[src/rtl/cmb_pkg.sv]
// cmb_pkg: shared widths and the capture FSM state encoding
package cmb_pkg;
  localparam int CMB_ANGLE_W    = 10;
  localparam int CMB_ADC_BITS   = 12;
  localparam int CMB_FRAME_BITS = 16;
  typedef enum logic [2:0] {IDLE, SETUP, SHIFT, QUIET, ACCUM} state_t;
endpackage

[src/rtl/adc_spi_capture_if.sv]
// adc_spi_capture_if: averaged-sample valid/ready result port
interface adc_spi_capture_if import cmb_pkg::*; #(
  parameter int ADC_BITS = CMB_ADC_BITS,
  parameter int ANGLE_W  = CMB_ANGLE_W
) ();
  logic [ADC_BITS-1:0] out_data;
  logic [ANGLE_W-1:0]  out_angle;
  logic                out_valid;
  logic                out_ready;
  modport master (output out_data, out_angle, out_valid, input out_ready);
  modport slave  (input out_data, out_angle, out_valid, output out_ready);
endinterface

[src/rtl/adc_spi_rx.sv]
// adc_spi_rx: one SPI frame read (cs_n, sclk, shift register), done pulse in ACCUM
module adc_spi_rx import cmb_pkg::*; #(
  parameter int SCLK_DIV   = 4,
  parameter int FRAME_BITS = CMB_FRAME_BITS,
  parameter int ADC_BITS   = CMB_ADC_BITS
) (
  input  logic                clk50,
  input  logic                rst_n,
  input  logic                start,
  input  logic                sdata,
  output logic                cs_n,
  output logic                sclk,
  output logic                done,
  output logic                busy,
  output logic [ADC_BITS-1:0] sample
);
  localparam int HW = $clog2(2 * SCLK_DIV);
  localparam int BW = $clog2(FRAME_BITS);
  state_t              st;
  logic [HW-1:0]       hc;
  logic [BW-1:0]       bc;
  logic [ADC_BITS-1:0] sr;
  logic                half, full, wait_end;
  always_comb begin
    half     = hc == HW'(SCLK_DIV - 1);
    full     = hc == HW'(2 * SCLK_DIV - 1);
    wait_end = half;
    done     = st == ACCUM;
    busy     = st != IDLE;
    sample   = sr;
  end
  // only the last ADC_BITS shifted bits survive, so the leading frame bits fall off the top
  always_ff @(posedge clk50 or negedge rst_n)
    if (!rst_n) begin
      st   <= IDLE;
      cs_n <= 1'b1;
      sclk <= 1'b1;
      hc   <= '0;
      bc   <= '0;
      sr   <= '0;
    end else begin
      case (st)
        IDLE: if (start) begin
          st   <= SETUP;
          cs_n <= 1'b0;
          hc   <= '0;
        end
        SETUP: begin
          hc <= hc + HW'(1);
          if (wait_end) begin
            st   <= SHIFT;
            sclk <= 1'b0;
            hc   <= '0;
            bc   <= '0;
          end
        end
        SHIFT: begin
          hc <= hc + HW'(1);
          if (half) begin
            sclk <= 1'b1;
            sr   <= {sr[ADC_BITS-2:0], sdata};
          end
          if (full) begin
            hc <= '0;
            bc <= bc + BW'(1);
            if (bc == BW'(FRAME_BITS - 1)) begin
              st   <= QUIET;
              cs_n <= 1'b1;
            end else
              sclk <= 1'b0;
          end
        end
        QUIET: begin
          hc <= hc + HW'(1);
          if (wait_end) begin
            st <= ACCUM;
            hc <= '0;
          end
        end
        default: st <= IDLE;
      endcase
    end
endmodule

[src/rtl/adc_spi_capture.sv]
// adc_spi_capture: trigger sync, same-angle averaging and result register for a serial ADC
module adc_spi_capture import cmb_pkg::*; #(
  parameter int SCLK_DIV   = 4,
  parameter int FRAME_BITS = CMB_FRAME_BITS,
  parameter int ADC_BITS   = CMB_ADC_BITS,
  parameter int AVG_LOG2   = 2,
  parameter int ANGLE_W    = CMB_ANGLE_W
) (
  input  logic               clk50,
  input  logic               rst_n,
  input  logic               adc_trg,
  input  logic [ANGLE_W-1:0] rot_count,
  input  logic               adc_sdata,
  output logic               adc_cs_n,
  output logic               adc_sclk,
  output logic               overrun,
  input  logic               overrun_clr,
  output logic               busy,
  adc_spi_capture_if.master  bus
);
  localparam int AW = ADC_BITS + AVG_LOG2;
  localparam int CW = AVG_LOG2 + 1;
  logic [2:0]          ts;
  logic                trig, start, done, fresh, full, lost;
  logic [ADC_BITS-1:0] sample;
  logic [ANGLE_W-1:0]  ang, gang;
  logic [AW-1:0]       acc, nacc;
  logic [CW-1:0]       cnt, ncnt;
  adc_spi_rx #(.SCLK_DIV(SCLK_DIV), .FRAME_BITS(FRAME_BITS), .ADC_BITS(ADC_BITS)) rx (
    .clk50(clk50), .rst_n(rst_n), .start(start), .sdata(adc_sdata),
    .cs_n(adc_cs_n), .sclk(adc_sclk), .done(done), .busy(busy), .sample(sample)
  );
  // ts[1:0] synchronize the pin, ts[2] is the previous synchronized level
  always_comb begin
    trig  = ts[2] & ~ts[1];
    start = trig & ~busy;
    fresh = cnt == '0 || ang != gang;
    nacc  = fresh ? AW'(sample) : acc + AW'(sample);
    ncnt  = fresh ? CW'(1) : cnt + CW'(1);
    full  = done && ncnt == CW'(1 << AVG_LOG2);
    lost  = full && bus.out_valid && !bus.out_ready;
  end
  always_ff @(posedge clk50 or negedge rst_n)
    if (!rst_n) begin
      ts            <= '1;
      ang           <= '0;
      gang          <= '0;
      acc           <= '0;
      cnt           <= '0;
      bus.out_valid <= 1'b0;
      bus.out_data  <= '0;
      bus.out_angle <= '0;
      overrun       <= 1'b0;
    end else begin
      ts <= {ts[1:0], adc_trg};
      if (start) ang <= rot_count;
      if (done) begin
        acc  <= nacc;
        cnt  <= full ? '0 : ncnt;
        gang <= ang;
      end
      if (full && !lost) begin
        bus.out_data  <= ADC_BITS'(nacc >> AVG_LOG2);
        bus.out_angle <= ang;
      end
      bus.out_valid <= (full && !lost) || (bus.out_valid && !bus.out_ready);
      overrun       <= (trig && busy) || lost || (overrun && !overrun_clr);
    end
endmodule

[src/flat_wrapper.sv]
// flat-port wrapper written by rule: the top's interface ports become plain ports
module adc_spi_capture_flat import cmb_pkg::*;
#(
  parameter int SCLK_DIV   = 4,
  parameter int FRAME_BITS = CMB_FRAME_BITS,
  parameter int ADC_BITS   = CMB_ADC_BITS,
  parameter int AVG_LOG2   = 2,
  parameter int ANGLE_W    = CMB_ANGLE_W
)
  (clk50, rst_n, adc_trg, rot_count, adc_sdata, adc_cs_n, adc_sclk, overrun, overrun_clr, busy, bus_out_data, bus_out_angle, bus_out_valid, bus_out_ready);
  adc_spi_capture_if #(.ADC_BITS(ADC_BITS), .ANGLE_W(ANGLE_W)) bus_i ();
  input  logic clk50;
  input  logic rst_n;
  input  logic adc_trg;
  input  logic [ANGLE_W-1:0] rot_count;
  input  logic adc_sdata;
  output logic adc_cs_n;
  output logic adc_sclk;
  output logic overrun;
  input  logic overrun_clr;
  output logic busy;
  output wire logic [$bits(bus_i.out_data)-1:0] bus_out_data;
  output wire logic [$bits(bus_i.out_angle)-1:0] bus_out_angle;
  output wire logic [$bits(bus_i.out_valid)-1:0] bus_out_valid;
  input wire logic [$bits(bus_i.out_ready)-1:0] bus_out_ready;
  assign bus_out_data = bus_i.out_data;
  assign bus_out_angle = bus_i.out_angle;
  assign bus_out_valid = bus_i.out_valid;
  assign bus_i.out_ready = bus_out_ready;
  adc_spi_capture #(.SCLK_DIV(SCLK_DIV), .FRAME_BITS(FRAME_BITS), .ADC_BITS(ADC_BITS), .AVG_LOG2(AVG_LOG2), .ANGLE_W(ANGLE_W)) u_core (.clk50(clk50), .rst_n(rst_n), .adc_trg(adc_trg), .rot_count(rot_count), .adc_sdata(adc_sdata), .adc_cs_n(adc_cs_n), .adc_sclk(adc_sclk), .overrun(overrun), .overrun_clr(overrun_clr), .busy(busy), .bus(bus_i));
endmodule
[config.mk]
export PLATFORM = sky130hd
export DESIGN_NAME = adc_spi_capture_flat
export DESIGN_NICKNAME = d
export VERILOG_FILES = /design/src/rtl/cmb_pkg.sv /design/src/rtl/adc_spi_capture_if.sv /design/src/rtl/adc_spi_rx.sv /design/src/rtl/adc_spi_capture.sv /design/src/flat_wrapper.sv
export SDC_FILE = /design/constraint.sdc
export NUM_CORES = 1
export LEC_CHECK = 0
export BUFFER_PORTS_ARGS = -buffer_cell sky130_fd_sc_hd__buf_2
export CORE_MARGIN = 2
export CORE_UTILIZATION = 59
export DETAILED_ROUTE_END_ITERATION = 10
export PLACE_DENSITY = 0.91
export SYNTH_ARGS = -nofsm -noshare
export SYNTH_HDL_FRONTEND = slang
export SYNTH_SLANG_ARGS = --single-unit
[constraint.sdc]
create_clock -name clk50 -period 2.7 [get_ports clk50]
set_input_delay 0.675 -clock clk50 [delete_from_list [all_inputs] [get_ports clk50]]
set_output_delay 0.675 -clock clk50 [all_outputs]
set_load 0.02 [all_outputs]
## Word level (Yosys, flattened, before mapping)

Cells that the tools add are included.

- Add/subtract/negate cells: 4
- Multiplexer cells: 25
- Reduce and logical (&&, ||, !) cells: 27
- Bitwise gates (word level): 4
- Equality and inequality tests: 14

Operators with widths:

| cell | count |
|---|---|
| $mux W3 | 10 |
| $add A14 B12 Y14 | 1 |
| $mux W14 | 1 |
| $pmux W3 S4 | 1 |
| $ne A10 B10 Y1 | 1 |
| $ne A2 B2 Y1 const B | 5 |
| $eq A3 B2 Y1 const B | 3 |
| $eq A3 B3 Y1 const B | 3 |
| $pmux W3 S3 | 1 |
| $mux W4 | 2 |
| $pmux W4 S2 | 1 |
| $logic_and A1 B1 Y1 | 7 |
| $mux W1 | 7 |
| $add A3 B1 Y3 const B | 2 |
| $logic_not A3 Y1 | 2 |
| $reduce_and A2 Y1 | 3 |
| $reduce_bool A3 Y1 | 2 |
| $reduce_and A5 Y1 | 1 |
| $add A4 B1 Y4 const B | 1 |
| $eq A4 B4 Y1 const B | 1 |
| $logic_or A1 B1 Y1 | 4 |
| $pmux W1 S2 | 2 |
| $reduce_and A4 Y1 | 1 |
| $reduce_bool A2 Y1 | 2 |
| 6 further kinds | 10 |

- Input bits: 16
- Bits in registers: 88
- Output and inout bits: 27
- Word-level logic and storage cells: 89

## Depth between registers and ports, before layout

- Word-level depth: 10
- Gate-level depth with buffers: 9
- Gate-level depth less buffers: 9

## Hierarchy

From an unflattened synthesis, not the netlist that was laid out.

- Cells, all modules: 417
- Area total of the unflattened synthesis: 4465.5 um^2

By module, submodules not included:

| module | seq. area each (um^2) | area an instance (um^2) | cells an instance | instances |
|---|---|---|---|---|
| adc_spi_capture | 1605.3 | 3261.9 | 317 | 1 |
| adc_spi_rx | 603.1 | 1203.7 | 100 | 1 |

## Worst setup path before layout

No wires, ideal clock.

- Path kind: reg2reg
- Start point: reg u_core.rx.sr[3], in the netlist u_core.rx.sample[3]
- End point: reg u_core.acc[13]
- Data arrival time: 2.059 ns
- Path slack: 0.518 ns
- Setup time: 0.124 ns
- Clock period less this slack: 2.182 ns
- Required time: 2.576 ns
- Stages on the path, launching flop included: 8
- Buffers on the path: 0
- Cells stage by stage: dfrtp_1 -> ha_1 -> a21o_1 -> a21oi_1 -> a21oi_1 -> o311ai_0 -> nor3_1 -> a211o_1

- Cells in the longest elaborated chain, start to end: 2

Ends and longest elaborated chain:

| item | RTL line | source |
|---|---|---|
| from (decl) | adc_spi_rx.sv:22 | `logic [ADC_BITS-1:0] sr;` |
| from (signal assigned) | adc_spi_rx.sv:61 | `sr <= {sr[ADC_BITS-2:0], sdata};` |
| $add A14 B12 Y14 | adc_spi_capture.sv:38 | `nacc = fresh ? AW'(sample) : acc + AW'(sample);` |
| $mux W14 | adc_spi_capture.sv:38 |  |
| to (signal assigned) | adc_spi_capture.sv:58 | `acc <= nacc;` |
| to (decl) | adc_spi_capture.sv:27 | `logic [AW-1:0] acc, nacc;` |

No other way between the ends.
A chain may end at the register's enable or synchronous reset.

## Final worst setup path

- Start point: reg u_core.rx.sr[0], in the netlist u_core.rx.sample[0]
- End point: reg u_core.acc[10]

The elaborated chain is that of the path after synthesis.

==> results by group <==
Power and ir drop
  • Leakage: 0.002412 uW
  • Total power: 3593 uW
  • Internal power: 2353 uW
  • Power share of the clock group: 27.2%
  • Flop pwr share: 49.2%
  • Peak supply drop: 784.1 uV
  • Sw frac: 34.51%
  • Net Switching: 1240 uW
  • Pwr per Cell Area: 725.7 nW/um^2
  • Combinational fraction of design power: 23.6%

Global routing
  • Global-route wire length before repair: 15970 um
  • Largest net degree at the start of global routing: 46
  • Initial antenna violation count: 0
  • Total Routing Usage GR: 24.23%
  • Vias in the first global route: 3385
  • Total grt overflow: 0

Synthesis
  • Post-Synth Simple-Gate Area: 13.73%
  • Synth Register Bits: 88
  • Yosys warnings: 0
  • Synth Area in XOR/XNOR: 4.976%
  • Ys async rst share: 100.0%
  • Seq/Total Area, Yosys: 50.18%
  • Mapped Area: 4400 sq um
  • Post-synthesis compound-gate area fraction: 11.49%
  • Post-synthesis net count: 455
  • Mux share of post-synthesis cell area: 10.41%
  • Area share of the largest cell type after synthesis: 47.20%
  • Dominant synthesized flop cell: dfrtp_1
  • Number of flops mapped to enable cells by yosys: 0
  • Main area contributors after synthesis: dfrtp_1 47%, mux2_2 7.7%, ha_1 5.4%
  • Cell count after synthesis: 419
  • Post-synth cell types: 48
  • Adder-Cell Fraction of Synth Area: 5.857%
  • Largest family of logic cells by synthesized area: simple AND/OR/NAND/NOR gates
  • Cell taking the most area after synthesis: dfrtp_1
  • Syn Area/Cell: 10.50 sq um

Setup path
  • Worst path top cell family by delay: compound AO/OA/AOI/OAI gates
  • Slowest stage delay, CP: 420 ps
  • Max Fanout on Critical Path: 4
  • R2R Path End: u_core.acc[10]
  • Worst Reg-to-Reg Cells: 9
  • Cell breakdown of the critical path: ha_1 > inv_1 > fa_1 > nand2b_1 > a21oi_1 > nor2_1 > mux2_2 > o31a_1 > o21ai_0
  • Worst R2R Setup Slack: 380 ps
  • Crit path kind: reg2reg
  • CP bufs+invs: 1
  • Cell count along the critical path: 9
  • Crit path from: u_core.rx.sample[0]
  • Worst reg2reg startpoint: u_core.rx.sample[0]
  • Setup crit end: u_core.acc[10]
  • WP data required: 2990 ps
  • Critical path launch point type: register
  • Critical Path AT: 2600 ps
  • Slowest CP cell: dfrtp_1
  • Crit. End Element: register

Place
  • Place WS: 416.3 ps
  • Placed insts: 554
  • DP Wirelength: 6423 um
  • IO Port Bufs: 42
  • Final GP Congestion: 0.8494

Clock network
  • Sink Count: 88
  • PostCTS Resize Cnt: 0
  • Clock transition at path regs: 100 ps
  • Clk_lat worst skew: 370 ps
  • H-tree depth: 3
  • CTS tree: built
  • Total CTS buffers: 9
  • Hold Buf Count CTS: 0
  • Clock buffer depth: 2
  • CTS Root Buffer Type: clkbuf_8
  • Postcts setup bufs: 0

Layout
  • Fill cells: 540
  • Fin nets: 502
  • Antenna Cells: 0
  • Layout cells sized above 1: 23.99%
  • Layout overhead on the synthesized area: 12.51%
  • Final core occ: 68.26%
  • Final cell count without fillers: 570

Detailed routing
  • DRC: 0
  • Final ANT Viol Nets: 0
  • Total routed wirelength: 9137 um
  • Drt wl/cell: 16.03 um
  • Via Count: 3245
  • DR vias/cell: 5.693
  • Drt initial violations: 157
  • Pre-Repair DR Iteration Count: 4

STA
  • Slew Limit Fails: 0
  • Final Worst Setup Slack: 381.7 ps
  • RSZ-0062 raised after global routing: false
  • Final min period: 2318 ps
  • Max frequency: 431.4 MHz
  • Final Hold Viols: 0
  • Endpoints failing setup: 0
  • Tcrit/Tclk final: 85.86%
  • Clock Skew: 13.13 ps
  • Post-Route Setup TNS: 0 ps
  • Worst Max-Slew Pin Slew: 596.5 ps
  • Slew HR: 60.24%

Run
  • # Max-Cap Violations: 0

Die
  • Core Box Area: 7253 sq um
  • Initial core utilization: 60.67%
  • Die area: 8165 sq um
  • Die W: 90.36 um
  • I/O Pins: 43
  • DIE HEIGHT: 90.36 um
  • Row Count: 31

Hold path
  • Min-delay worst type: in2async

Run status
  • Outcome: complete, no violations
## how the worst min path moves through the flow
stage                                to    startpoint
finish              u_core.rx.sample[5]         rst_n
global route              u_core.ang[7]         rst_n
CTS                       u_core.ang[7]         rst_n
detailed placement         u_core.ts[1]  u_core.ts[0]
global placement           u_core.ts[1]  u_core.ts[0]
floorplan                  u_core.ts[1]  u_core.ts[0]
## logic make-up after synthesis
logic type      after synthesis
simple gates                125
compound gates               86
xor+xnor                     25
mux                          41
flops                        88
fa+ha+maj                    20
buf+inv                      34
## cell usage in the layout, fill, tap and decap left out, types with 5 or more instances in the layout
master / n
a21oi_1: 37
and3_1: 5
buf_2: 41
buf_4: 9
clkbuf_8: 9
dfrtp_1: 83
dfstp_2: 5
ha_1: 19
inv_1: 19
mux2_2: 30
mux2i_1: 9
nand2_1: 59
nand2b_1: 6
nor2_1: 25
nor3_1: 5
o21ai_0: 29
xnor2_1: 7
xor2_1: 18
## synth_stat cells (all sizes together) (2+ instances only)
cell type	n
clkbuf	12
dfrtp	83
xor2	18
mux2	32
or3	2
o211ai	2
nor3b	3
buf	3
mux2i	9
ha	19
inv	19
a21o	4
o21ai	29
nor2	25
nand2b	6
or2	2
nor2b	2
nand4	5
o22ai	3
a21oi	37
and2	3
nand3	3
xnor2	7
or3b	2
and3	5
nand2	59
dfstp	5
nor3	6
## area by class of cell
type	instances	area [sq um]	area share (%)
Inverter	19	71.32	1.440
Clock inverter	7	86.33	1.744
Timing Repair Buffer	51	292.8	5.914
Tap cell	99	123.9	2.502
Multi-Input combinational cell	297	2044	41.29
Sequential cell	88	2208	44.60
Clock buffer	9	123.9	2.502
## registers in the layout, indices dropped and copies added (netlist names)
register	flops
u_core.bus.out_data	12
u_core.rx.st	3
u_core.cnt	3
u_core.rx.sclk	1
u_core.rx.hc	3
u_core.acc	14
u_core.ang	10
u_core.rx.cs_n	1
u_core.ts	3
u_core.overrun	1
u_core.gang	10
u_core.bus.out_valid	1
u_core.rx.sample	12
u_core.rx.bc	4
u_core.bus.out_angle	10
## power groups by stage
| stage | clock [uW] | sequential, uW | combinational (uW) |
|---|---|---|---|
| 2_1_floorplan | 0 | 1710 | 652 |
| 3_3_place_gp | 0 | 1760 | 778 |
| 3_5_place_dp | 0 | 1780 | 843 |
| 4_1_cts | 993 | 1760 | 855 |
| 5_1_grt | 1050 | 1800 | 954 |
| 6_report | 976 | 1770 | 849 |
## metal layers
layer | vias to the layer above | global-route usage, % | part of all wire, %
li1 | 1540 | - | -
met1 | 1610 | 29.88 | 42
met2 | 77 | 42.61 | 51
met3 | 18 | 4.758 | 4.4
met4 | 0 | 8.462 | 1.9
met5 | - | 0 | 0
## worst register-to-register path: cells and delay by family, from the launching register on
| kind | cells | cell delay, ps |
|---|---|---|
| multiplexers | 1 | 280 |
| AND/OR/NAND/NOR | 2 | 280 |
| flip-flops | 1 | 420 |
| AO/OA/AOI/OAI | 3 | 630 |
| adder cells (fa/ha/maj) | 2 | 590 |
| buffers and inverters | 1 | 60 |
## through the flow
step / area, sq um / hold WS [ps]
finish: 4951 / 302.9
global route: 4951 / 351.7
CTS: 4951 / 316.4
detailed placement: 4741 / 352.7
global placement: 4741 / 345.7
floorplan: 4400 / 345.2
Power figures use the tool's default switching activity.
